File: src/rtl/azadi_pad_arbiter.sv
// Per-pad ownership arbiter between GPIO and one alternate function, with a tristated turnaround gap.
// Define PAD_ARB_WB_EN to add the Wishbone LOCK/STATUS/TURN registers; otherwise LOCK=0 and TURN=TURN_CYCLES.
module azadi_pad_arbiter #(
    parameter int NPADS       = 8,
    parameter int TURN_CYCLES = 2
) (
    input  logic             wb_clk_i,
    input  logic             wb_rst_i,
    input  logic [NPADS-1:0] alt_req_i,
    output logic [NPADS-1:0] alt_gnt_o,
    input  logic [NPADS-1:0] alt_o,
    input  logic [NPADS-1:0] alt_oe_i,
    input  logic [NPADS-1:0] gpio_o_i,
    input  logic [NPADS-1:0] gpio_oe_i,
    input  logic [NPADS-1:0] pad_in_i,
    output logic [NPADS-1:0] pad_out_o,
    output logic [NPADS-1:0] pad_oeb_o,
    output logic [NPADS-1:0] gpio_i_o,
    output logic [NPADS-1:0] alt_i_o
`ifdef PAD_ARB_WB_EN
    ,
    input  logic             wbs_stb_i,
    input  logic             wbs_cyc_i,
    input  logic             wbs_we_i,
    input  logic [3:0]       wbs_sel_i,
    input  logic [31:0]      wbs_adr_i,
    input  logic [31:0]      wbs_dat_i,
    output logic             wbs_ack_o,
    output logic [31:0]      wbs_dat_o
`endif
);

    typedef enum logic [1:0] {
        ST_GPIO   = 2'd0,
        ST_TURN_A = 2'd1,
        ST_ALT    = 2'd2,
        ST_TURN_G = 2'd3
    } pad_state_e;

    pad_state_e       state_r     [NPADS];
    pad_state_e       state_nxt_s [NPADS];
    logic [3:0]       cnt_r       [NPADS];
    logic [3:0]       cnt_nxt_s   [NPADS];
    logic [NPADS-1:0] gnt_r;
    logic [NPADS-1:0] tflag_s;
    logic [NPADS-1:0] lock_s;
    logic [3:0]       turn_s;
    logic [3:0]       turn_eff_s;

`ifdef PAD_ARB_WB_EN
    logic [NPADS-1:0] lock_r;
    logic [3:0]       turn_r;
    logic             ack_r;
    logic [31:0]      dat_r;
    logic [31:0]      rd_data_s;
    logic             access_s;
    logic             unused_wb_s;

    assign lock_s      = lock_r;
    assign turn_s      = turn_r;
    assign wbs_ack_o   = ack_r;
    assign wbs_dat_o   = dat_r;
    assign access_s    = wbs_stb_i && wbs_cyc_i && !ack_r;
    assign unused_wb_s = ^{wbs_adr_i, wbs_dat_i, wbs_sel_i};

    // Register read mux; unused bits read as zero.
    always_comb begin
        rd_data_s = 32'd0;
        case (wbs_adr_i[3:2])
            2'd0: rd_data_s[NPADS-1:0] = lock_r;
            2'd1: begin
                rd_data_s[NPADS-1:0]     = gnt_r;
                rd_data_s[NPADS+15:16]   = tflag_s;
            end
            2'd2: rd_data_s[3:0] = turn_r;
            default: rd_data_s = 32'd0;
        endcase
    end

    // Single-cycle ack; writes and read capture happen on the edge that raises ack.
    always_ff @(posedge wb_clk_i) begin
        if (wb_rst_i) begin
            lock_r <= '0;
            turn_r <= 4'(TURN_CYCLES);
            ack_r  <= 1'b0;
            dat_r  <= 32'd0;
        end else begin
            ack_r <= access_s;
            dat_r <= 32'd0;
            if (access_s) begin
                if (wbs_we_i) begin
                    case (wbs_adr_i[3:2])
                        2'd0: begin
                            for (int b = 0; b < NPADS; b++) begin
                                if (wbs_sel_i[b/8]) lock_r[b] <= wbs_dat_i[b];
                            end
                        end
                        2'd2: if (wbs_sel_i[0]) turn_r <= wbs_dat_i[3:0];
                        default: ;
                    endcase
                end else begin
                    dat_r <= rd_data_s;
                end
            end
        end
    end
`else
    assign lock_s = '0;
    assign turn_s = 4'(TURN_CYCLES);
`endif

    // A programmed turnaround of zero still tristates for one cycle.
    assign turn_eff_s = (turn_s == 4'd0) ? 4'd1 : turn_s;

    // Per-pad next state, turnaround counter and pad output mux.
    always_comb begin
        pad_out_o = '0;
        pad_oeb_o = '1;
        tflag_s   = '0;
        for (int i = 0; i < NPADS; i++) begin
            state_nxt_s[i] = state_r[i];
            cnt_nxt_s[i]   = cnt_r[i];
            case (state_r[i])
                ST_GPIO: begin
                    pad_out_o[i] = gpio_o_i[i];
                    pad_oeb_o[i] = ~gpio_oe_i[i];
                    if (alt_req_i[i] && !lock_s[i]) begin
                        state_nxt_s[i] = ST_TURN_A;
                        cnt_nxt_s[i]   = turn_eff_s;
                    end else begin
                        state_nxt_s[i] = ST_GPIO;
                    end
                end
                ST_TURN_A: begin
                    tflag_s[i] = 1'b1;
                    if (!alt_req_i[i] || lock_s[i]) begin
                        state_nxt_s[i] = ST_GPIO;
                        cnt_nxt_s[i]   = 4'd0;
                    end else if (cnt_r[i] <= 4'd1) begin
                        state_nxt_s[i] = ST_ALT;
                        cnt_nxt_s[i]   = 4'd0;
                    end else begin
                        cnt_nxt_s[i] = cnt_r[i] - 4'd1;
                    end
                end
                ST_ALT: begin
                    pad_out_o[i] = alt_o[i];
                    pad_oeb_o[i] = ~alt_oe_i[i];
                    if (!alt_req_i[i] || lock_s[i]) begin
                        state_nxt_s[i] = ST_TURN_G;
                        cnt_nxt_s[i]   = turn_eff_s;
                    end else begin
                        state_nxt_s[i] = ST_ALT;
                    end
                end
                ST_TURN_G: begin
                    tflag_s[i] = 1'b1;
                    if (cnt_r[i] <= 4'd1) begin
                        state_nxt_s[i] = ST_GPIO;
                        cnt_nxt_s[i]   = 4'd0;
                    end else begin
                        cnt_nxt_s[i] = cnt_r[i] - 4'd1;
                    end
                end
                default: begin
                    state_nxt_s[i] = ST_GPIO;
                    cnt_nxt_s[i]   = 4'd0;
                end
            endcase
        end
    end

    // State, counter and grant registers; grant tracks the ALT state it is entering.
    always_ff @(posedge wb_clk_i) begin
        if (wb_rst_i) begin
            gnt_r <= '0;
            for (int i = 0; i < NPADS; i++) begin
                state_r[i] <= ST_GPIO;
                cnt_r[i]   <= 4'd0;
            end
        end else begin
            for (int i = 0; i < NPADS; i++) begin
                state_r[i] <= state_nxt_s[i];
                cnt_r[i]   <= cnt_nxt_s[i];
                gnt_r[i]   <= (state_nxt_s[i] == ST_ALT);
            end
        end
    end

    assign alt_gnt_o = gnt_r;
    assign gpio_i_o  = pad_in_i;
    assign alt_i_o   = pad_in_i & gnt_r;

endmodule

File: config.mk
export PLATFORM = sky130hd
export DESIGN_NAME = azadi_pad_arbiter
export DESIGN_NICKNAME = d
export VERILOG_FILES = /design/src/rtl/azadi_pad_arbiter.sv
export SDC_FILE = /design/constraint.sdc
export NUM_CORES = 1
export LEC_CHECK = 0
export CAP_MARGIN = 20
export CORE_UTILIZATION = 53
export DETAILED_ROUTE_END_ITERATION = 16
export GPL_TIMING_DRIVEN = 0
export PLACE_DENSITY = 0.86
export SLEW_MARGIN = 15
export SYNTH_ARGS = -nofsm -noshare
export SYNTH_HDL_FRONTEND = slang
export SYNTH_SLANG_ARGS = --single-unit
export TNS_END_PERCENT = 30
File: constraint.sdc
create_clock -name wb_clk_i -period 4.3 [get_ports wb_clk_i]
set_input_delay 0.645 -clock wb_clk_i [delete_from_list [all_inputs] [get_ports wb_clk_i]]
set_output_delay 0.645 -clock wb_clk_i [all_outputs]
set_load 0.05 [all_outputs]
Word level (Yosys, flattened, before mapping). Memory sizes are Yosys's and may differ from the RTL's. Cells that the tools add are included.

Bits in registers: 8. Latch bits: 0. Memory bits (writable): 48. ROM bits: 0. Output and inout port bits: 40. Word-level logic and storage cells: 215. Memories: 2.

$add $sub $neg: 8. Multipliers: 0. Divide/modulo/power cells: 0. Magnitude comparators: 8. Eq/ne operators: 32. Shifts and indexed selects: 0. Muxes and demuxes: 123. Bitwise operators: 33. Reduce and logical (&&, ||, !) cells: 8.

Memories: cnt_r (depth 8, width 4, read ports 8, clocked after Yosys merged registers in 0, write ports 8, RTL line 42) `logic [3:0] cnt_r [NPADS];`; state_r (depth 8, width 2, read ports 8, clocked after Yosys merged registers in 0, write ports 8, RTL line 40) `pad_state_e state_r [NPADS];`.

Operator list (number): 4-bit 2-to-1 mux (40); 4-bit one-hot mux with 4 select lines (8); 2-bit 2-to-1 mux (32); 2-bit one-hot mux with 4 select lines (8); 2-bit equality test (second input constant) (24); 4-bit by 1-bit less-or-equal comparator with 1-bit output (second input constant) (8); 1-bit one-hot mux with 2 select lines (16); 4-bit by 1-bit subtractor with 4-bit output (second input constant) (8); 1-bit 2-to-1 mux (19); 2-bit by 1-bit equality test with 1-bit output (second input constant) (8); 2-bit zero test (8); 1-bit NOT (16); 1-bit bitwise OR (16); 8-bit bitwise AND (1).

Longest topological paths before layout. Gate-level depths: netlist of the first run. An unclocked memory read counts as a cell.

Depth in word-level cells: 6. Depth in mapped cells: 6. Depth with buffers taken out: 6.

Worst setup path before layout of the first run. Ideal clock, no wire load.

Path type: register to output. Start point: memory state_r[1][6] (netlist bit). End point: output port pad_oeb_o[7]. Data arrival time: 1.757 ns. Path slack: 1.898 ns. Cell stages (with the launch flop): 5. Path through: dfxtp_1 -> inv_1 -> ha_1 -> inv_1 -> o21ai_0.

RTL lines: start: declaration (RTL line 40); end: declaration (RTL line 17) `output logic [NPADS-1:0] pad_oeb_o,`.

==> results of run 1 <==
==> routing by layer <==
metal | vias to the layer above | track usage | routed length, um
met4 | 0 | 0.06626 | 106
met1 | 1539 | 0.2708 | 3456
met2 | 72 | 0.4250 | 4023
met3 | 12 | 0.03660 | 305
li1 | 1721 | - | -
met5 | - | 0 | 0
==> cell type report <==
type,instances,area share
multi-input combinational,317,0.4680
clock buffer,6,0.01797
clock inverter,2,0.002178
sequential,56,0.2439
inverter,36,0.02940
buffer,23,0.02586
timing repair buffer,88,0.1917
tap,77,0.02096
==> power by group through the flow <==
stage / clock, mW / sequential (mW) / combinational (mW)
2_1_floorplan: 0 / 0.581 / 0.262
3_3_place_gp: 0 / 0.578 / 0.390
3_5_place_dp: 0 / 0.579 / 0.401
4_1_cts: 0.301 / 0.568 / 0.404
5_1_grt: 0.326 / 0.572 / 0.438
6_report: 0.294 / 0.568 / 0.402
==> worst max path at each step <==
stage / end / slack, ns / startpoint / cells past startpoint
after floorplan: pad_oeb_o[7] / 1.90 / state_r[1][6] / 4
after global placement: pad_oeb_o[1] / 1.51 / alt_oe_i[1] / 4
after detailed placement: pad_oeb_o[1] / 1.48 / alt_oe_i[1] / 4
after CTS: pad_oeb_o[4] / 1.38 / state_r[1][0] / 7
after global routing: pad_oeb_o[5] / 1.24 / state_r[1][2] / 7
final: pad_oeb_o[4] / 1.42 / state_r[1][0] / 7
==> synthesized netlist by cell type, types with 5 or more instances <==
cell type and number:
nor3b_1 5, ha_1 32, a21oi_1 35, or3_1 6, or2_2 9, buf_4 8
o21ai_0 17, nand2_1 26, a221oi_1 6, mux2i_1 12, a31oi_1 5, nor2b_1 5
a211oi_1 9, and2_1 12, dfxtp_1 56, o311ai_0 5, a22o_1 8, clkbuf_1 11
nand3_1 8, nor3_1 19, inv_1 36, nor4_1 5, nor2_1 41
==> worst max-delay path, cell delays in order (launching register included) <==
cell	delay (ns)
dfxtp_1	0.40
inv_1	0.09
ha_1	0.20
clkbuf_1	0.19
nand2_1	0.09
o21ai_0	0.06
o21ai_0	0.08
clkdlybuf4s50_1	0.83
==> sequential cells by signal, summed over array words and instances (netlist names) <==
signal and count:
cnt_r 32, state_r 16, alt_gnt_o 8
==> cell usage in the layout (no fill, tap or decap), types with 11 or more instances in the layout <==
master,Yosys,final
nor3_1,19,19
a21oi_1,35,35
and2_1,12,12
clkbuf_1,11,11
nor2_1,41,41
o21ai_0,17,17
dfxtp_1,56,56
mux2i_1,12,12
inv_1,36,36
clkdlybuf4s50_1,0,88
ha_1,32,32
nand2_1,26,26
==> cell families (layout without fill, tap and decap cells) <==
group / after synthesis / in the layout / share of synthesized area
AO/OA/AOI/OAI: 109 / 109 / 0.2048
buffers and inverters: 59 / 155 / 0.07204
AND/OR/NAND/NOR: 156 / 156 / 0.2356
XOR/XNOR: 5 / 5 / 0.01242
adder cells (fa/ha/maj): 32 / 32 / 0.1136
multiplexers: 15 / 15 / 0.04365
flip-flops: 56 / 56 / 0.3180
==> through the flow <==
step | hold slack (ns) | area, um2 | cells | utilization | total power, mW
after global placement | 0.4828 | 4503 | 597 | 0.7051 | 0.9673
after detailed placement | 0.4894 | 4503 | 597 | 0.7051 | 0.9797
final | 0.5090 | 4596 | 605 | 0.7196 | 1.265
after floorplan | 0.4688 | 3526 | 432 | - | 0.8426
after CTS | 0.5093 | 4596 | 605 | 0.7196 | 1.272
after global routing | 0.5237 | 4596 | 605 | 0.7196 | 1.337
==> impl_metrics.csv, run 1 <==
group,metric,value,unit
outcome,outcome,"finished, final reports clean",
critical_path,end_kind,"output port",
critical_path,worstSetupStartpointType,"flip-flop",
power_and_ir_drop,worst_ir_drop_vdd,0.2008,mV
global_route,grt_max_degree,17,
yosys,syn_area,0.003526,mm2
worst_hold_path,holdPathEnd,"cnt_r[1][8]",
timing,slew_headroom,0.6076,
clock_network,root_buffer,"clkbuf_8",
yosys,syn_nets,514,
power_and_ir_drop,comb_power_share,0.318,
yosys,synth_top_area_share,0.3180,
power_and_ir_drop,seqPwrFrac,0.449,
detailed_routing,wl_per_cell,13.04,um
clock_network,clk_pin_slew,0.10,ns
layout,fill_cells,504,
die,dieArea,0.006983,mm2
critical_path,crit_fanout,8,
layout,area_growth,30.34,%
clock_network,cts_buffer_depth,2,
place,dp_slack,1.479,ns
yosys,syn_inst,432,
detailed_routing,wl,7892,um
timing,fin_crit,2.884,ns
clock_network,h-tree-depth,2,
worst_hold_path,hold_depth,2,
layout,antenna_cells,0,
detailed_routing,dr_total_vias,3344,
die,die_w,83.57,um
power_and_ir_drop,internal_power,0.8487,mW
layout,layout-drive-gt1-share,0.06629,
detailed_routing,dr.pass1.iters,4,
clock_network,cts_setup_buffers,0,
place,hpwl,6055,um
timing,fin_tns_setup,0,ns
power_and_ir_drop,powerDensity,275.2,mW/mm2
timing,slew_viol_final,0,
yosys,synth_top_flop_cell,"dfxtp_1",
yosys,yosysSeqAreaShare,0.3180,
layout,multi_input_area,0.002151,mm2
global_route,antenna_found_initial,0,
detailed_routing,route.detailed.drc,0,
timing,worstMarginPinSlew,0.5886,ns
power_and_ir_drop,swShare,0.3289,
critical_path,rr_worst_depth,6,
worst_hold_path,hold_start,"cnt_r[1][8]",
global_route,grt_overflow_total,0,
clock_network,post_cts_resized,0,
job,maxCapViolations,0,
timing,fin_skew,0.008516,ns
place,place.gp.congestion,0.9012,
yosys,synth.area.top_cells,"dfxtp_1 (32%), ha_1 (11%), a21oi_1 (5.0%)",
timing,min_period_over_period,0.6707,
detailed_routing,viasPerCell,5.527,
worst_hold_path,hold_path.class,"reg2reg",
critical_path,rrSetupSlack,2.39,ns
critical_path,r2r-end,"cnt_r[1][3]",
clock_network,clk_latency,0.31,ns
detailed_routing,detailedRoute.firstIterationViolations,131,
timing,setup_slack,1.416,ns
yosys,synth.ff_latch_count,56,
power_and_ir_drop,switchingPower,0.4159,mW
power_and_ir_drop,p_leak,1.774,nW
critical_path,arrival,2.24,ns
global_route,grt_pass1_wl,13540,um
clock_network,cts.sinks,56,
die,fp.dieH,83.57,um
clock_network,numCtsBuffers,5,
critical_path,crit_required,3.65,ns
place,io_buffers,88,
timing,hold_violations,0,
critical_path,crit_type,"reg2out",
detailed_routing,postRouteAntennaNets,0,
layout,sequential_cell_area,0.001121,mm2
die,io_pins,90,
critical_path,r2r_start,"cnt_r[1][0]",
yosys,synth_warnings,0,
die,core_area,0.006386,mm2
global_route,grt_pass1_vias,3190,
clock_network,cts_tree,"built",
yosys,synth_top_area_cell,"dfxtp_1",
timing,max_freq,346.7,MHz
timing,setup_viol,0,
clock_network,ctsHoldBuffers,0,
power_and_ir_drop,clockPowerShare,0.233,
global_route,grt_usage,0.2295,
die,start_util,0.5521,
yosys,synth_edf_count,0,
yosys,async_flop_share,0,
die,row_count,29,
yosys,yosysUniqueCellTypes,50,
layout,nNetsFinal,609,
timing,grt_setup_unrepaired,"false",
yosys,postSynthAreaPerCell,8.162,um2
Note: power is estimated with default switching activity, not from simulation.
==> inputs of run 2 (changes only) <==
--- a/config.mk
+++ b/config.mk
@@ -6,10 +6,10 @@
 export NUM_CORES = 1
 export LEC_CHECK = 0
 export CAP_MARGIN = 20
-export CORE_UTILIZATION = 53
+export CORE_UTILIZATION = 50
 export DETAILED_ROUTE_END_ITERATION = 16
 export GPL_TIMING_DRIVEN = 0
-export PLACE_DENSITY = 0.86
+export PLACE_DENSITY = 0.81
 export SLEW_MARGIN = 15
 export SYNTH_ARGS = -nofsm -noshare
 export SYNTH_HDL_FRONTEND = slang
==> constraint.sdc (replaced) <==
create_clock -name wb_clk_i -period 2.7 [get_ports wb_clk_i]
set_input_delay 0.405 -clock wb_clk_i [delete_from_list [all_inputs] [get_ports wb_clk_i]]
set_output_delay 0.405 -clock wb_clk_i [all_outputs]
set_load 0.05 [all_outputs]
==> run 2 against run 1 <==
  * Cell area increased by 1.1%
  * Sequential power increased by 59%
  * Worst hold slack got worse by 0.0013 ns
  * Via count increased by 0.39%
  * Die area increased by 5.9%
  * Register-to-register slack got worse by 1.6 ns
  * Global-route usage decreased by 1.3 points
  * Non-clock buffer count unchanged
==> impl_metrics.csv, run 2 (same netlist as run 1, synthesis figures left out) <==
group,metric,value,unit
outcome,outcome,"finished, final reports clean",
global_route,grt.busiest_layer,"met2",
timing,min_period_over_period,0.9523,
critical_path,crit_fanout,8,
critical_path,crit_type,"reg2out",
die,fp.dieH,85.98,um
global_route,grt.met2_usage,0.4026,
die,core_area,0.006794,mm2
critical_path,rr_worst_depth,6,
power_and_ir_drop,powerDensity,446.6,mW/mm2
timing,fin_skew,0.009878,ns
die,row_count,30,
detailed_routing,postRouteAntennaNets,0,
layout,largest_register_ffs,32,
detailed_routing,dr.pass1.iters,4,
clock_network,cts_buffer_depth,2,
timing,setup_slack,0.1289,ns
detailed_routing,viasPerCell,5.380,
power_and_ir_drop,switchingPower,0.6548,mW
worst_hold_path,hold_start,"cnt_r[1][8]",
clock_network,cts_tree,"built",
clock_network,cts.sinks,56,
power_and_ir_drop,seqPwrFrac,0.436,
clock_network,numCtsBuffers,5,
layout,stdcell_area,0.004647,mm2
place,dpl.cell_count,616,
detailed_routing,wl,7811,um
power_and_ir_drop,internal_power,1.420,mW
power_and_ir_drop,swShare,0.3155,
layout,top_register,"cnt_r",
clock_network,root_buffer,"clkbuf_8",
global_route,grt_usage,0.2165,
critical_path,worstSetupStartpointType,"flip-flop",
timing,max_freq,388.9,MHz
layout,final_core_util,0.6840,
clock_network,clk_latency,0.30,ns
detailed_routing,detailedRoute.firstIterationViolations,130,
layout,nNetsFinal,609,
global_route,grt_overflow_total,0,
clock_network,ctsHoldBuffers,0,
clock_network,cts_setup_buffers,0,
critical_path,r2r_start,"cnt_r[1][4]",
timing,slew_viol_final,0,
power_and_ir_drop,worst_ir_drop_vdd,0.2768,mV
timing,setup_viol,0,
critical_path,rrSetupSlack,0.78,ns
clock_network,post_cts_resized,0,
clock_network,h-tree-depth,2,
power_and_ir_drop,comb_power_share,0.308,
critical_path,arrival,2.17,ns
timing,fin_crit,2.571,ns
critical_path,r2r-end,"cnt_r[1][7]",
layout,sequential_cell_area,0.001121,mm2
detailed_routing,wl_per_cell,12.52,um
global_route,use_met1,0.2568,
place,place.gp.congestion,0.8460,
detailed_routing,route.detailed.drc,0,
timing,fin_tns_setup,0,ns
timing,hold_ws,0.5077,ns
critical_path,end_kind,"output port",
place,io_buffers,88,
place,dp_slack,0.3728,ns
die,io_pins,90,
timing,slew_headroom,0.6006,
place,hpwl,5970,um
die,dieArea,0.007392,mm2
global_route,grt_max_degree,17,
global_route,gr-usage-met3,0.03850,
timing,hold_violations,0,
global_route,grt_pass1_wl,13190,um
power_and_ir_drop,p_leak,1.824,nW
detailed_routing,dr_total_vias,3357,
power_and_ir_drop,clockPowerShare,0.257,
worst_hold_path,holdPathEnd,"cnt_r[1][8]",
layout,multi_input_area,0.002151,mm2
global_route,grt_pass1_vias,3147,
job,maxCapViolations,0,
timing,worstMarginPinSlew,0.5991,ns
timing,grt_setup_unrepaired,"false",
layout,stdcell_count,624,
clock_network,clk_pin_slew,0.09,ns
layout,layout-drive-gt1-share,0.06439,
layout,fill_cells,548,
layout,layout_commonest_cell,"clkdlybuf4s50_1",
place,placed_area,0.004527,mm2
layout,area_growth,31.80,%
power_and_ir_drop,finalPower,2.075,mW
die,die_w,85.98,um
layout,final_cell_mix,"clkdlybuf4s50_1 (83), dfxtp_1 (56), nor2_1 (41)",
worst_hold_path,hold_depth,2,
die,start_util,0.5190,
layout,antenna_cells,0,
global_route,antenna_found_initial,0,
worst_hold_path,hold_path.class,"reg2reg",
critical_path,crit_required,2.30,ns
-- run 2: worst max-delay path: stages, from the launching register on --
cell and delay (ns):
dfxtp_1 0.36, inv_1 0.10, ha_1 0.15, clkbuf_1 0.27
a22o_1 0.19, clkdlybuf4s50_1 0.79
-- run 2: how the worst max path moves through the flow --
stage	slack (ns)	cells past startpoint	start	to
2_1_floorplan	0.54	4	state_r[1][6]	pad_oeb_o[7]
3_3_place_gp	0.40	4	alt_oe_i[1]	pad_oeb_o[1]
3_5_place_dp	0.37	7	state_r[1][2]	pad_oeb_o[5]
4_1_cts	0.01	7	state_r[1][2]	pad_oeb_o[5]
5_1_grt	0.02	5	state_r[1][0]	pad_out_o[4]
6_report	0.13	5	state_r[1][2]	pad_out_o[5]
-- run 2: routing by layer --
| metal | vias to the layer above | share of wire |
|---|---|---|
| li1 | 1719 | - |
| met1 | 1553 | 0.44 |
| met2 | 80 | 0.50 |
| met3 | 5 | 0.049 |
| met4 | 0 | 0.0061 |
| met5 | - | 0 |
-- run 2: power groups by stage --
stage | Combinational [mW] | Sequential [mW] | Clock, mW
global placement | 0.621 | 0.920 | 0
detailed placement | 0.638 | 0.922 | 0
global route | 0.698 | 0.911 | 0.583
finish | 0.638 | 0.905 | 0.532
floorplan | 0.417 | 0.925 | 0
CTS | 0.640 | 0.904 | 0.546
-- run 2: final cells by class --
| type | count | share of cell area |
|---|---|---|
| buffer | 23 | 0.02558 |
| tap | 96 | 0.02585 |
| clock buffer | 6 | 0.01562 |
| multi-input combinational | 317 | 0.4628 |
| clock inverter | 2 | 0.007539 |
| timing repair buffer | 88 | 0.1922 |
| sequential | 56 | 0.2413 |
| inverter | 36 | 0.02908 |
==> inputs of run 3 (changes only) <==
--- a/config.mk
+++ b/config.mk
@@ -6,10 +6,12 @@
 export NUM_CORES = 1
 export LEC_CHECK = 0
 export CAP_MARGIN = 20
+export CORE_ASPECT_RATIO = 1.75
 export CORE_UTILIZATION = 50
 export DETAILED_ROUTE_END_ITERATION = 16
 export GPL_TIMING_DRIVEN = 0
 export PLACE_DENSITY = 0.81
+export SKIP_CTS_REPAIR_TIMING = 1
 export SLEW_MARGIN = 15
 export SYNTH_ARGS = -nofsm -noshare
 export SYNTH_HDL_FRONTEND = slang
==> constraint.sdc (replaced) <==
create_clock -name wb_clk_i -period 2.7 [get_ports wb_clk_i]
set_input_delay 0.405 -clock wb_clk_i [delete_from_list [all_inputs] [get_ports wb_clk_i]]
set_output_delay 0.405 -clock wb_clk_i [all_outputs]
set_load 0.01 [all_outputs]
==> run 3 against run 2 <==
  * Wire length increased by 6.1%
  * Combinational power decreased by 17%
  * Clock skew decreased by 0.0069 ns
  * Sequential share of layout area decreased by 0.071 points
  * Worst hold slack about the same
  * Cell area increased by 0.30%
  * Die area increased by 0.18%
  * Critical endpoint is now pad_oeb_o[5]
  * Largest cell class unchanged
  * Largest power group unchanged
==> impl_metrics.csv, run 3 (same netlist as run 1, synthesis figures left out) <==
group,metric,value,unit
layout,layout-drive-gt1-share,0.06629,
timing,setup_slack,0.3182,ns
timing,max_freq,419.9,MHz
timing,fin_crit,2.382,ns
power_and_ir_drop,p_leak,1.800,nW
detailed_routing,detailedRoute.firstIterationViolations,154,
layout,area_growth,32.19,%
global_route,grt_usage,0.2366,
global_route,antenna_found_initial,0,
layout,largest_register_ffs,32,
worst_hold_path,hold_start,"cnt_r[1][8]",
timing,slew_headroom,0.5734,
layout,top_register,"cnt_r",
global_route,grt_pass1_vias,3287,
global_route,grt_max_degree,17,
outcome,outcome,"finished, final reports clean",
die,dieArea,0.007405,mm2
timing,fin_tns_setup,0,ns
place,dp_slack,0.5947,ns
detailed_routing,route.detailed.drc,0,
timing,setup_viol,0,
power_and_ir_drop,finalPower,2.097,mW
detailed_routing,viasPerCell,5.644,
critical_path,worstSetupStartpointType,"flip-flop",
critical_path,rr_worst_depth,6,
layout,final_core_util,0.6797,
place,dpl.cell_count,604,
detailed_routing,wl,8289,um
timing,worstMarginPinSlew,0.6399,ns
timing,fin_skew,0.002980,ns
power_and_ir_drop,worst_ir_drop_vdd,0.3277,mV
place,hpwl,6363,um
clock_network,clk_latency,0.30,ns
critical_path,crit_required,2.30,ns
timing,hold_violations,0,
worst_hold_path,hold_path.class,"reg2reg",
global_route,grt_overflow_total,0,
detailed_routing,dr.pass1.iters,4,
die,core_area,0.006857,mm2
critical_path,r2r_start,"cnt_r[1][0]",
detailed_routing,wl_per_cell,13.54,um
die,io_pins,90,
clock_network,cts.sinks,56,
power_and_ir_drop,powerDensity,450.0,mW/mm2
clock_network,clk_pin_slew,0.07,ns
clock_network,h-tree-depth,2,
critical_path,crit_fanout,8,
die,fp.dieH,113.1,um
critical_path,arrival,1.98,ns
layout,layout_commonest_cell,"clkdlybuf4s50_1",
clock_network,cts_tree,"built",
layout,antenna_cells,0,
detailed_routing,postRouteAntennaNets,0,
timing,min_period_over_period,0.8821,
critical_path,crit_start,"state_r[1][2]",
layout,nNetsFinal,609,
place,place.gp.congestion,0.8708,
critical_path,end_kind,"output port",
clock_network,root_buffer,"clkbuf_16",
job,maxCapViolations,0,
die,die_w,65.48,um
critical_path,crit_type,"reg2out",
die,start_util,0.5142,
worst_hold_path,hold_depth,2,
global_route,grt_pass1_wl,13880,um
clock_network,cts_buffer_depth,2,
place,io_buffers,88,
clock_network,numCtsBuffers,5,
layout,stdcell_count,612,
detailed_routing,dr_total_vias,3454,
timing,grt_setup_unrepaired,"false",
timing,slew_viol_final,0,
die,row_count,40,
layout,final_cell_mix,"clkdlybuf4s50_1 (88), dfxtp_1 (56), nor2_1 (41)",
## run 3: changes by cell type in the layout (fill, tap and decap cells not counted)
cell             previous run  this run
clkbuf_8                    5         1
clkbuf_16                   0         5
clkbuf_1                   12        11
bufinv_16                   1         0
dlymetal6s2s_1              5         0
clkinv_2                    1         2
clkdlybuf4s50_1            83        88
## run 3: area by class of cell
class | count | area (um2)
Clock inverter | 2 | 10.01
Timing Repair Buffer | 88 | 880.8
Tap cell | 84 | 105.1
Multi-Input combinational cell | 317 | 2151
Buffer | 23 | 118.9
Clock buffer | 6 | 138.9
Inverter | 36 | 135.1
Sequential cell | 56 | 1121
Fill cell | 578 | 2196
## run 3: worst paths after layout
path,end,slack [ns]
min,cnt_r[1][8],0.51
max,pad_oeb_o[5],0.32
max reg2reg,cnt_r[1][3],0.80
min reg2reg,cnt_r[1][8],0.51
## run 3: report_power, final
part | internal, mW | switching [mW] | total [mW]
registers | 0.867 | 0.0374 | 0.904
clock network | 0.367 | 0.298 | 0.664
logic | 0.280 | 0.248 | 0.529
total | 1.51 | 0.583 | 2.10
## run 3: critical path, cell delays in order, from the launching register on
cell and delay, ns:
dfxtp_1 0.39, inv_1 0.09, ha_1 0.19, clkbuf_1 0.19, nand2_1 0.09, o21ai_0 0.07, o21ai_0 0.10, clkdlybuf4s50_1 0.57
## run 3: layer usage
metal | wire length (um) | global-route usage | up-vias
met4 | 274 | 0.1217 | 0
met1 | 3156 | 0.2382 | 1645
met5 | 0 | 0 | -
li1 | - | - | 1717
met3 | 297 | 0.04940 | 19
met2 | 4560 | 0.4392 | 73
## run 3: through the flow
step                cell area, um2  hold WS [ns]
detailed placement            4512        0.4958
finish                        4661        0.5077
CTS                           4661        0.5030
global route                  4661        0.5374
floorplan                     3526        0.4688
global placement              4512        0.4816
